===== config.mk =====
export PLATFORM = sky130hd
export DESIGN_NAME = num_sender
export DESIGN_NICKNAME = d
export VERILOG_FILES = /design/src/rtl/uart_pkg.sv /design/src/rtl/baud_tick.sv /design/src/rtl/num_sender.sv
export SDC_FILE = /design/constraint.sdc
export NUM_CORES = 1
export LEC_CHECK = 0
export ABC_AREA = 1
export CAP_MARGIN = 10
export CELL_PAD_IN_SITES_DETAIL_PLACEMENT = 0
export CELL_PAD_IN_SITES_GLOBAL_PLACEMENT = 1
export CORE_ASPECT_RATIO = 0.9
export CORE_MARGIN = 2
export CORE_UTILIZATION = 44
export DETAILED_ROUTE_END_ITERATION = 10
export GPL_TIMING_DRIVEN = 1
export PLACE_DENSITY = 0.86
export SKIP_LAST_GASP = 1
export SYNTH_ARGS = -nofsm -noshare
export SYNTH_HDL_FRONTEND = slang
export SYNTH_SLANG_ARGS = --single-unit
export TNS_END_PERCENT = 20

===== constraint.sdc =====
create_clock -name clk -period 3.5 [get_ports clk]
set_input_delay 0.875 -clock clk [delete_from_list [all_inputs] [get_ports clk]]
set_output_delay 0.875 -clock clk [all_outputs]
set_load 0.02 [all_outputs]

===== src/rtl/uart_pkg.sv =====
// uart_pkg
//   Shared UART definitions for the number sender and the number receiver.
//   Holds the sender FSM state encoding, the line levels of the start and
//   stop bits, and the default baud divider so both ends agree on one
//   bit period.
//   Contents:
//     uart_state_t          sender FSM states
//     START_BIT, STOP_BIT   line levels of the framing bits
//     DEFAULT_CLKS_PER_BIT  50 MHz / 9600 baud
package uart_pkg;

   typedef enum logic [2:0] {
      IDLE   = 3'd0,
      START  = 3'd1,
      DATA   = 3'd2,
      PARITY = 3'd3,
      STOP   = 3'd4
   } uart_state_t;

   localparam logic START_BIT = 1'b0;
   localparam logic STOP_BIT  = 1'b1;

   localparam int DEFAULT_CLKS_PER_BIT = 5208;

endpackage


===== src/rtl/baud_tick.sv =====
// baud_tick
//   Bit-period timer. While en is high it counts 0..CLKS_PER_BIT-1 and
//   emits a one-cycle tick on the last count, then wraps to 0. Dropping
//   en clears the count, so the first tick after enabling arrives exactly
//   CLKS_PER_BIT cycles later.
//   Ports:
//     clk   system clock
//     rst   asynchronous active-low reset
//     en    count enable
//     tick  one-cycle pulse at the end of each bit period
module baud_tick
   import uart_pkg::*;
#(
   parameter int CLKS_PER_BIT = DEFAULT_CLKS_PER_BIT
) (
   input  logic clk,
   input  logic rst,
   input  logic en,
   output logic tick
);

   localparam int CW = (CLKS_PER_BIT > 1) ? $clog2(CLKS_PER_BIT) : 1;
   localparam logic [CW-1:0] LAST = CW'(CLKS_PER_BIT - 1);

   logic [CW-1:0] cnt;

   always_ff @(posedge clk or negedge rst) begin
      if (!rst) begin
         cnt <= '0;
      end else if (!en || (cnt == LAST)) begin
         cnt <= '0;
      end else begin
         cnt <= cnt + 1'b1;
      end
   end

   assign tick = en && (cnt == LAST);

endmodule


===== src/rtl/num_sender.sv =====
// num_sender
//   Sends two latched operands over a UART line, op_a then op_b, each
//   little-endian byte by byte, frames back-to-back. Each frame is a
//   start bit, 8 data bits LSB first, an optional even-parity bit and a
//   stop bit. All outputs are registered.
//   Build option: define NUM_SENDER_PARITY_EN to add the even-parity bit
//   (11-bit frames); without it frames are plain 8N1.
//   Ports:
//     clk     system clock
//     rst     asynchronous active-low reset
//     start   transfer request, ignored while busy
//     op_a    first operand, latched on an accepted start
//     op_b    second operand, latched on an accepted start
//     serial  UART line, idles high
//     busy    high while a transfer is in progress
//     done    one-cycle pulse in the first cycle after the last stop bit
//
//   state  | meaning
//   IDLE   | line high, waiting for start
//   START  | driving the start bit
//   DATA   | driving data bit bit_idx of the current byte
//   PARITY | driving the even-parity bit (parity builds only)
//   STOP   | driving the stop bit, then next byte or finish
module num_sender
   import uart_pkg::*;
#(
   parameter int CLKS_PER_BIT = DEFAULT_CLKS_PER_BIT,
   parameter int OPW          = 16
) (
   input  logic           clk,
   input  logic           rst,
   input  logic           start,
   input  logic [OPW-1:0] op_a,
   input  logic [OPW-1:0] op_b,
   output logic           serial,
   output logic           busy,
   output logic           done
);

   localparam int NB = 2 * OPW / 8;
   localparam int BW = (NB > 1) ? $clog2(NB) : 1;
   localparam logic [BW-1:0] LAST_BYTE = BW'(NB - 1);

   uart_state_t      state, state_nxt;
   logic [2:0]       bit_idx, bit_nxt;
   logic [BW-1:0]    byte_idx, byte_nxt;
   logic [2*OPW-1:0] shreg, shreg_nxt;
   logic             serial_nxt, busy_nxt, done_nxt;
   logic             tick;

   baud_tick #(
      .CLKS_PER_BIT(CLKS_PER_BIT)
   ) u_baud (
      .clk  (clk),
      .rst  (rst),
      .en   (state != IDLE),
      .tick (tick)
   );

   always_ff @(posedge clk or negedge rst) begin
      if (!rst) begin
         state    <= IDLE;
         bit_idx  <= '0;
         byte_idx <= '0;
         shreg    <= '0;
         serial   <= STOP_BIT;
         busy     <= 1'b0;
         done     <= 1'b0;
      end else begin
         state    <= state_nxt;
         bit_idx  <= bit_nxt;
         byte_idx <= byte_nxt;
         shreg    <= shreg_nxt;
         serial   <= serial_nxt;
         busy     <= busy_nxt;
         done     <= done_nxt;
      end
   end

   always_comb begin
      state_nxt = state;
      bit_nxt   = bit_idx;
      byte_nxt  = byte_idx;
      shreg_nxt = shreg;
      done_nxt  = 1'b0;

      case (state)
         IDLE: begin
            if (start) begin
               state_nxt = START;
               shreg_nxt = {op_b, op_a};
               byte_nxt  = '0;
               bit_nxt   = '0;
            end
         end
         START: begin
            if (tick) begin
               state_nxt = DATA;
               bit_nxt   = '0;
            end
         end
         DATA: begin
            if (tick) begin
               if (bit_idx == 3'd7) begin
`ifdef NUM_SENDER_PARITY_EN
                  state_nxt = PARITY;
`else
                  state_nxt = STOP;
`endif
               end else begin
                  bit_nxt = bit_idx + 3'd1;
               end
            end
         end
`ifdef NUM_SENDER_PARITY_EN
         PARITY: begin
            if (tick) begin
               state_nxt = STOP;
            end
         end
`endif
         STOP: begin
            if (tick) begin
               if (byte_idx == LAST_BYTE) begin
                  state_nxt = IDLE;
                  byte_nxt  = '0;
                  done_nxt  = 1'b1;
               end else begin
                  state_nxt = START;
                  byte_nxt  = byte_idx + 1'b1;
                  shreg_nxt = shreg >> 8;
               end
            end
         end
         default: begin
            state_nxt = IDLE;
         end
      endcase
   end

   // Line level is derived from the next-cycle state and shift register so
   // the registered serial output changes on the same edge as the state.
   always_comb begin
      busy_nxt = (state_nxt != IDLE);
      case (state_nxt)
         START:   serial_nxt = START_BIT;
         DATA:    serial_nxt = shreg_nxt[bit_nxt];
`ifdef NUM_SENDER_PARITY_EN
         PARITY:  serial_nxt = ^shreg_nxt[7:0];
`endif
         default: serial_nxt = STOP_BIT;
      endcase
   end

endmodule


==> results.md <==
Routing:
- Wire segments on met2 add up to between 3000 and 4000 µm in the final route.
- The first TritonRoute pass finished after 5 iterations.
- The routed wire length is 6535 µm.
- The detailed router placed 2567 vias in this run.
- The uppermost metal layer occupied by signal nets is met4.
- After detailed routing, the met3 layer carries roughly 220 µm of wire.
- After detailed routing, the number of vias per cell comes to just under 5.
- The residual antenna-violating net count after detailed routing is 0.
- The number of design-rule violations left by the first detailed-router iteration is approximately 140.
- The met1 wire length is approximately 3100 µm.
- For this run, design rule violations remaining after detail routing come to 0.
- In the final routed layout, each cell accounts on average for between 10 and 15 µm.

Yosys:
- A synthesized cell averages about 7.6 µm².
- When the netlist entered floorplanning its net count stood at between 400 and 500.
- The sequential share of the synthesized area is 46.63%.
- The count of mapped cells out of synthesis is 398.
- The number of warnings reported in the yosys synthesis log is 0.
- The cell area after synthesis is about 3000 µm².
- The number of synthesized register bits is 56.
- The netlist uses 31 different library cells.

STA:
- In the finished design, the share of the clock period the worst path needs comes to approximately two thirds.
- The worst hold slack across all endpoints is ~470 ps.
- The count of final max-slew check failures is 0.
- The slew of the pin with the lowest slew margin is 1072 ps.
- The worst clock skew is between 8 and 9 ps.
- The final number of setup-violating endpoints is 0.
- The final hold violation count was 0.
- The headroom to the max-slew limit is between 20% and 30%.
- The accumulated negative setup slack is 0 ps.
- The maximum clock rate is 427.5 MHz.
- Setup repair after global routing left no endpoint under its margin.
- The minimum period implied by the final worst setup slack is roughly 2300 ps.

Power:
- The static leakage power is roughly 0.0017 µW.
- The cell-internal power is 892.2 µW.
- The switching portion of total power is slightly above 20%.
- The maximum vdd ir drop is about 0.14 mV.
- The combinational cell fraction of total power is approximately 4.6%.
- The switching power total is roughly 230 µW.
- The post-layout total power is between 1000 and 1500 µW.
- The fraction of power consumed by the clock network is around 38%.
- The total power divided by cell area is between 300 and 400 nW/µm².
- The sequential group share of total power is roughly 58%.

Clock network:
- The total number of H-tree levels is 2.
- For this design, the CTS-stage hold fixing added 0 buffers.
- The number of CTS-inserted buffers is 5.
- After clock tree synthesis, the clock-pin slew on the worst setup and hold paths is around 100 ps.
- The root buffer cell chosen for the clock tree is clkbuf_8.
- After clock tree synthesis, the setup repair step added 0 buffers.
- In this run the deepest clock path goes through 2 buffers.
- The TritonCTS clock tree is built.
- The number of gates resized after CTS was 0.
- CTS saw 56 sinks.
- Clock latency on the worst-skew pair, taken at its later pin, is roughly 310 ps.

Place:
- The routability-driven placement congestion ratio is a little over 0.8.
- The wire-length estimate of the detail-placed layout is slightly below 5000 µm.
- Once placement completed, the tool counted placed cells totaling around 520.
- The number of buffer cells added on primary ports is 37.

Critical path:
- The maximum fanout along the worst path is 19.
- The setup check on the worst reg-to-reg path leaves a slack of roughly 1200 ps.
- The startpoint identified for the worst register-to-register timing path is u_baud.cnt[0].
- The critical path capture point type is a register.
- The number of cells on the worst reg-to-reg path is 14.
- At the worst endpoint, the required time is 3710 ps.
- The critical register-to-register path endpoint is busy.
- The launching element type of the critical path is a register.
- Data arrives at the worst endpoint at about 2600 ps.
- The category of the most critical setup path is register to register.

Finish:
- The library cells used most frequently in the layout, excluding fill and tap cells, are nand2_1 (133), inv_1 (56), dfrtp_1 (55), clkdlybuf4s50_1 (36), nand3_1 (31).
- In the final layout, the share of cells above drive strength 1 is around 8.5%.
- In the final design database the tool counted between 400 and 500 nets.
- The filler-free cell count of the finished design is roughly 530.
- Leaving out fill and tap cells, the most frequent cell in the layout is nand2_1.
- The synthesis-to-finish area growth is 18.14%.
- The number of antenna diodes in the final layout is 0.

Run:
- The tool flagged a number of max-cap violations equal to 0.

Hold path:
- The path class of the tightest hold or removal check is register to register.
- Along the worst hold path, the cell count comes to 1.
- The worst min-delay path startpoint is u_baud.cnt[0].
- The path with the worst hold slack has its endpoint at u_baud.cnt[0].

Global route:
- The global-route usage over all layers is 18.53%.
- Summed over all layers, the global routing overflow is 0.
- The via count of the first global-routing pass came to about 2.4k.
- The first global-routing pass estimated 11050 µm of wire.
- Entering global routing, the biggest net connects 50 pins.
- The number of antenna violations at the first check in global routing is 0.

Floorplan:
- The die width is ~91 µm.
- The standard-cell row count is 28.
- The total area inside the core boundary comes to around 6600 µm².
- The die area is 7515 µm².
- The initial core utilization is 45.67%.
- The vertical extent of the die is ~82 µm.
- Pin placement for this block handled 38 I/O pins.

Run status:
- The run finished with clean final reports.
==> power groups by stage <==
stage               Combinational [µW]  Clock [µW]  Sequential (µW)
detailed placement                53.5           0              659
CTS                               53.4         437              647
floorplan                        0.206           0              659
global route                      57.1         467              647
global placement                  54.0           0              659
finish                            51.8         424              647
==> cell families (layout without fill, tap and decap cells) <==
family / Yosys count / in the layout / synth area share, %
muxes: 1 / 1 / 0.3328
DFF: 56 / 56 / 46.63
buffers and inverters: 75 / 113 / 10.23
AOI/OAI and AO/OA: 45 / 45 / 9.193
and+or+nand+nor: 218 / 218 / 32.36
adders and majority gates: 3 / 3 / 1.248
==> cells in the mapped netlist, drive strengths merged <==
library cell	number	area, µm²
nand2	141	564.3
inv	64	240.2
dfrtp	55	1376
nand3	32	165.2
nor2	26	122.6
o21ai	23	115.1
o221ai	9	78.83
nor3	8	40.04
o211ai	7	52.55
a21oi	6	30.03
buf	5	43.79
nor3b	5	37.54
clkbuf	4	15.01
ha	3	37.54
clkinv	2	8.750
nand4	2	12.51
nor4	2	18.77
and3	1	6.260
dfstp	1	26.28
mux2i	1	10.01
or2	1	6.260
==> metal layers <==
metal | vias to the layer above | GRT usage (%)
met5 | - | 0
met4 | 0 | 5.455
met3 | 6 | 2.995
met2 | 44 | 33.33
met1 | 1191 | 23.43
li1 | 1326 | -
==> final cells by class <==
cell class | instances | area [µm²]
Fill cell | 669 | 3033
Sequential cell | 56 | 1403
Multi-Input combinational cell | 267 | 1297
Timing Repair Buffer | 39 | 380.4
Inverter | 66 | 249.0
Tap cell | 90 | 112.6
Clock buffer | 5 | 68.82
Clock inverter | 3 | 42.54
==> critical path: stages (launching register included) <==
cell and delay (ps):
dfrtp_1 410, ha_1 230, nand2_1 90, clkinv_1 80, nand2_1 100, nor2_2 70
nand2_2 140, nand2_4 90, nand2_4 210, nand2_4 190, clkinv_2 160, nand2_2 80
nor2_2 110, inv_2 50, or2_1 200
==> flip-flops by register name, summed over array words and instances (netlist names) <==
signal / flops
serial: 1
byte_idx: 2
bit_idx: 3
busy: 1
u_baud.cnt: 13
done: 1
shreg: 32
state: 3
==> metrics by stage <==
stage | setup WS (ps) | area (µm²) | util (%)
6_report | 1161 | 3553 | 53.95
5_1_grt | 978.7 | 3553 | 53.95
4_1_cts | 1140 | 3553 | 53.95
3_5_place_dp | 836.1 | 3442 | 52.26
3_3_place_gp | 867.8 | 3442 | 52.26
2_1_floorplan | 1692 | 3008 | -
==> how the worst max path moves through the flow <==
| stage | from | endpoint | cells past startpoint |
|---|---|---|---|
| finish | u_baud.cnt[0] | busy | 14 |
| global route | u_baud.cnt[0] | busy | 14 |
| CTS | u_baud.cnt[0] | busy | 14 |
| detailed placement | start | serial | 13 |
| global placement | start | serial | 13 |
| floorplan | u_baud.cnt[0] | busy | 14 |
No activity file was read; power rests on OpenSTA's default activity.
